`src/rtl/operand_arbiter_pkg.sv`:
```
// Shared definitions for the operand arbiter: FSM state encoding, source codes
// and the two-requester winner rule.
package operand_arbiter_pkg;

  typedef enum logic {
    IDLE = 1'b0,
    HOLD = 1'b1
  } state_t;

  localparam logic SRC_A = 1'b0;
  localparam logic SRC_B = 1'b1;

  // Under contention the source not granted most recently wins.
  function automatic logic pick_src(input logic req_a, input logic req_b,
                                    input logic last_src);
    if (req_a && req_b) return ~last_src;
    return req_b ? SRC_B : SRC_A;
  endfunction

endpackage

```
`src/rtl/operand_arbiter_mux.sv`:
```
// Two-input, SIZE-bit operand multiplexer (i_sel=0 selects i_d0).
module operand_arbiter_mux #(
  parameter int SIZE = 32
) (
  input  logic [SIZE-1:0] i_d0,
  input  logic [SIZE-1:0] i_d1,
  input  logic            i_sel,
  output logic [SIZE-1:0] o_y
);

  assign o_y = i_sel ? i_d1 : i_d0;

endmodule

```
`src/rtl/operand_arbiter.sv`:
```
// Two-requester operand arbiter with a one-entry registered output stage and
// round-robin tie-breaking between requesters A and B.
module operand_arbiter
  import operand_arbiter_pkg::*;
#(
  parameter int SIZE = 32
) (
  input  logic            clk,
  input  logic            rst,
  input  logic            req_a,
  input  logic [SIZE-1:0] data_a,
  output logic            gnt_a,
  input  logic            req_b,
  input  logic [SIZE-1:0] data_b,
  output logic            gnt_b,
  output logic            out_valid,
  output logic [SIZE-1:0] out_data,
  output logic            out_src,
  input  logic            out_ready
);

  state_t          r_state;
  state_t          w_next_state;
  logic [SIZE-1:0] r_out_data;
  logic            r_out_src;
  logic            r_last_src;
  logic            w_slot;
  logic            w_grant;
  logic            w_win;
  logic [SIZE-1:0] w_sel_data;

  assign w_win = pick_src(req_a, req_b, r_last_src);

  operand_arbiter_mux #(
    .SIZE (SIZE)
  ) u_mux (
    .i_d0  (data_a),
    .i_d1  (data_b),
    .i_sel (w_win),
    .o_y   (w_sel_data)
  );

  // A slot opens when the output stage is empty or is being drained this cycle.
  always_comb begin
    w_next_state = r_state;
    w_grant      = 1'b0;
    gnt_a        = 1'b0;
    gnt_b        = 1'b0;
    w_slot       = (r_state == IDLE) || out_ready;
    if (w_slot) begin
      if (req_a || req_b) begin
        w_grant      = 1'b1;
        w_next_state = HOLD;
      end else begin
        w_next_state = IDLE;
      end
    end
    if (!rst && w_grant) begin
      gnt_a = (w_win == SRC_A);
      gnt_b = (w_win == SRC_B);
    end
  end

  always_ff @(posedge clk) begin
    if (rst) begin
      r_state    <= IDLE;
      r_out_data <= '0;
      r_out_src  <= SRC_A;
      r_last_src <= SRC_B;
    end else begin
      r_state <= w_next_state;
      if (w_grant) begin
        r_out_data <= w_sel_data;
        r_out_src  <= w_win;
        r_last_src <= w_win;
      end
    end
  end

  assign out_valid = (r_state == HOLD);
  assign out_data  = r_out_data;
  assign out_src   = r_out_src;

endmodule

```
`config.mk`:
```
export PLATFORM = sky130hd
export DESIGN_NAME = operand_arbiter
export DESIGN_NICKNAME = d
export VERILOG_FILES = /design/src/rtl/operand_arbiter_pkg.sv /design/src/rtl/operand_arbiter_mux.sv /design/src/rtl/operand_arbiter.sv
export SDC_FILE = /design/constraint.sdc
export NUM_CORES = 1
export LEC_CHECK = 0
export ABC_AREA = 1
export BUFFER_PORTS_ARGS = -buffer_cell sky130_fd_sc_hd__buf_2
export CORE_MARGIN = 4
export CORE_UTILIZATION = 42
export DETAILED_ROUTE_END_ITERATION = 16
export PLACE_DENSITY_LB_ADDON = 0.25
export REMOVE_ABC_BUFFERS = 1
export SLEW_MARGIN = 20
export SYNTH_ARGS = -nofsm -noshare
export SYNTH_HDL_FRONTEND = slang
export SYNTH_SLANG_ARGS = --single-unit
```
`constraint.sdc`:
```
create_clock -name clk -period 1.4 [get_ports clk]
set_clock_uncertainty 0.05 [all_clocks]
set_input_delay 0.28 -clock clk [delete_from_list [all_inputs] [get_ports clk]]
set_output_delay 0.28 -clock clk [all_outputs]
set_load 0.05 [all_outputs]
```
After elaboration in Yosys (flattened, before gate mapping). Index checks and enable logic that the tools add are counted.

Div/mod/pow operators: 0. Muxes and demuxes: 9. Shift operators: 0. Multiply operators: 0. Equality and inequality tests: 0. Add/sub/neg operators: 0. Reductions and logical operators: 5. Magnitude comparators: 0. Bitwise logic cells: 3.

Operators with widths (count): 2-to-1 mux 32 bit (1); 2-to-1 mux 1 bit (8); NOT 1 bit (3); logical AND 1 bit (2); logical OR 1 bit (2); zero test 1 bit (1).

Bits in latches: 0. Memories kept: 0. Logic and storage cells: 21. RAM bits: 0. ROM bits: 0. Flip-flop bits (word level): 35. Output and inout bits: 36. Input bits: 69.

Longest topological paths before layout.
Depth in word-level cells: 5. Mapped depth: 8. Mapped depth without buffers: 7.

Cells and area by module. Synthesis repeated with hierarchy kept, for this count alone.

Cell total of the unflattened synthesis: 333. Area total of the unflattened synthesis: 2088.3 µm².

Modules (own cells, without submodules): operand_arbiter (cells an instance 229, instances 1, area each 1596.5 µm²); operand_arbiter_mux (cells an instance 104, instances 1, area each 491.7 µm²).

Least setup slack after synthesis. OpenSTA, ideal clock, no wires.

Path type: reg-to-output. Start point: register r_state (netlist: out_valid). End point: output gnt_a. Buffers on the path: 1. Stages on the path, launching flop included: 5. Setup slack: -961 ps. Arrival time: 2031 ps. Data required time: 1070 ps. Cell sequence: dfxtp_1 -> nand2_1 -> o21ai_4 -> buf_2 -> nor3_1.

Cells in the longest elaborated chain, start to end: 5.

RTL lines: from (decl) (RTL line operand_arbiter.sv:22) `state_t r_state;`; from (signal assigned) (RTL line operand_arbiter.sv:71) `r_state <= w_next_state;`; NOT 1 bit (RTL line operand_arbiter.sv:49) `w_slot = (r_state == IDLE) || out_ready;`; logical OR 1 bit (RTL line operand_arbiter.sv:49); 2-to-1 mux 1 bit (RTL line operand_arbiter.sv:50) `if (w_slot) begin`; logical AND 1 bit (RTL line operand_arbiter.sv:58) `if (!rst && w_grant) begin`; 2-to-1 mux 1 bit (RTL line operand_arbiter.sv:58); to (decl) (RTL line operand_arbiter.sv:12) `output logic gnt_a,`.

Every way passes these cells.

Final worst setup path.
Start point: register r_last_src. End point: output gnt_a.

Cells in the longest elaborated chain, start to end: 5.

RTL lines: from (decl) (RTL line operand_arbiter.sv:26) `logic r_last_src;`; from (signal assigned) (RTL line operand_arbiter.sv:75) `r_last_src <= w_win;`; NOT 1 bit (RTL line operand_arbiter_pkg.sv:16) `if (req_a && req_b) return ~last_src;`; 2-to-1 mux 1 bit (RTL line operand_arbiter_pkg.sv:16); 2-to-1 mux 1 bit (RTL line operand_arbiter_pkg.sv:17) `return req_b ? SRC_B : SRC_A;`; NOT 1 bit (RTL line operand_arbiter.sv:59) `gnt_a = (w_win == SRC_A);`; 2-to-1 mux 1 bit (RTL line operand_arbiter.sv:58).

Every way passes these cells. The select of a mux whose other input is x is not followed.

==> out/metrics.yaml <==
outcome: "complete, but fails checks"
violations: "negative setup slack"
clock-sinks: 35
fin_tns_setup_ps: -186
fin_crit_sh_pct: 108
cap_violations: 0
ys_ff_latch: 35
die_h_um: 71.0
whs_ps: 168
routedWlPerCell_um: 12.3
reg2reg_slack_ps: 100
max_slew_margin_pct: 80.2
rsz0062_at_grt: "yes"
drt_iter0_drc: 66
yosysUniqueCellTypes: 18
diodes: 0
ff2ff_path_depth: 8
dp.cells: 384
avgSynthCellArea_um2: 7.04
powerDensity_nw_per_um2: 1140
portBuffers: 104
cp-end-kind: "output pin"
min-delay-start: "data_a[9]"
fp.dieArea_um2: 5050
row_count: 22
synthesis.area_um2: 1670
total_power_w: 0.00276
drc_errors: 0
wl_met2_mm: 2.27
worst_slack_ps: -108
dp_slack_ps: 8.52
finalSetupViolCount: 2
cts-buffers-inserted: 5
hold_violations: 0
worstPathArrival_ps: 1180
syn_inst: 237
worstSetupPathType: "flip-flop to output pin"
wl_met1_mm: 2.04
initial_utilization_pct: 44.6
holdCritPathClass: "primary input to flip-flop"
antenna_found_initial: 0
route.met3.wl_um: 455
fmax_mhz: 663
rr_startpoint: "r_last_src"
ys.warnings.count: 0
ys_seq_area_share_pct: 42.0
clock_latency_ps: 280
avgViaCountPerCell: 4.98
boundaryPins: 105
slew_violations: 0
area.growth.synth_to_final_pct: 45.4
drt_wl_total_mm: 4.85
global_route.overflow_total: 0
dr_total_vias: 1971
first_global_vias: 1808
post-synth-top-area-cell: "dfxtp_1"
htreeDepth: 2
cts_max_path_buffers: 2
first_pass_iters: 4
drive_above_1_share_pct: 42.0
cp.required_ps: 1070
grt_use_total_pct: 18.9
synthTopCellsByArea: "dfxtp_1 42%, nand2_1 19%, nand3_1 19%"
path_max_fanout: 4
cp-start-kind: "flip-flop"
final_antenna_net_count: 0
tightest_slew_ps: 297
final_cells: 396
core_um2: 3740
nets: 417
clockRootBuffer: "clkbuf_8"
grt_pass1_wl_mm: 7.78
leakagePower_nw: 1.34
worstHoldEndpoint: "out_data[9]"
dr.max_layer_used: "met4"
yosys.area.top_type_share_pct: 42.0
post-route-min-period_ps: 1510
r2r-end: "out_data[27]"
grt_start_max_net_pins: 35
dp_hpwl_mm: 3.52
holdPathStages: 3
ir_drop_v: 0.000565
die_width_um: 71.0
place_congestion: 0.802
cts_tree: "done"
clk_pin_slew_worst_paths_ps: 70
per-stage QoR:
stage	cell area, µm²	util [%]
2_1_floorplan	1550	-
3_3_place_gp	2250	60.2
3_5_place_dp	2250	60.2
4_1_cts	2410	64.3
5_1_grt	2430	64.8
6_report	2430	64.8
power by group:
part	total [W]	internal [W]	switching (W)
combinational	0.000891	0.000273	0.000618
clock	0.000729	0.000386	0.000343
sequential	0.00114	0.00109	0.0000482
total	0.00276	0.00175	0.00101
registers in the layout, indices dropped and copies added (netlist names):
signal	flops
out_valid	1
out_data	32
out_src	1
r_last_src	1
repair_timing:
item | in CTS | in global routing
pin swaps | 2 | 1
hold buffers | 0 | 0
buffers inserted | 3 | 2
endpoints found under the setup margin | 2 | 2
gates resized for setup | 14 | 1
synthesized netlist by cell type:
library cell	count
buf_8	1
nor3_1	1
buf_6	1
clkbuf_1	2
nand4_1	15
inv_2	2
nor2_1	4
nand2_2	2
nor2_4	1
dfxtp_1	35
nand3_1	63
a21oi_1	5
buf_4	3
inv_1	3
nor2_8	1
buf_2	12
nand2_1	85
o21ai_4	1
worst max-delay path: stages, from the launching register on:
cell and delay, ps:
dfxtp_2 350, nand2_4 60, nand2_4 80, inv_2 50, nor3_2 170, buf_6 180
layout by cell type, fill, tap and decap left out, drive strengths merged:
cell,instances
clkinv,1
inv,5
o21ai,1
nand4,15
nand3,63
clkbuf,6
buf,123
nand2,87
dfxtp,35
nor3,1
a21oi,5
nor2,6
final cells by class:
cell class / instances / area [µm²]
fill: 359 / 1320
multi-input combinational: 178 / 868
sequential: 35 / 703
timing repair buffer: 123 / 688
clock buffer: 6 / 82.6
tap: 48 / 60.1
inverter: 5 / 18.8
clock inverter: 1 / 5.00
how the worst max path moves through the flow:
stage	startpoint	endpoint	slack, ps	depth (start not counted)
2_1_floorplan	out_valid	gnt_b	-1290	5
3_3_place_gp	req_b	gnt_b	40	6
5_1_grt	r_last_src	gnt_a	-170	5
3_5_place_dp	req_b	gnt_b	9	6
6_report	r_last_src	gnt_a	-110	5
4_1_cts	r_last_src	gnt_b	-80	6
logic make-up (layout without fill, tap and decap cells):
family,after synthesis,in the layout,share of synthesized area [%]
buf+inv,24,135,8.10
flops,35,35,42.0
compound gates,6,6,2.47
simple gates,172,172,47.5
routing by layer:
metal  global-route usage (%)  vias up
met1                     22.4      862
met2                     32.0       85
met4                     7.93        0
met3                     5.11       11
li1                         -     1013
met5                        0        -
Note: power is estimated with default switching activity, not from simulation.
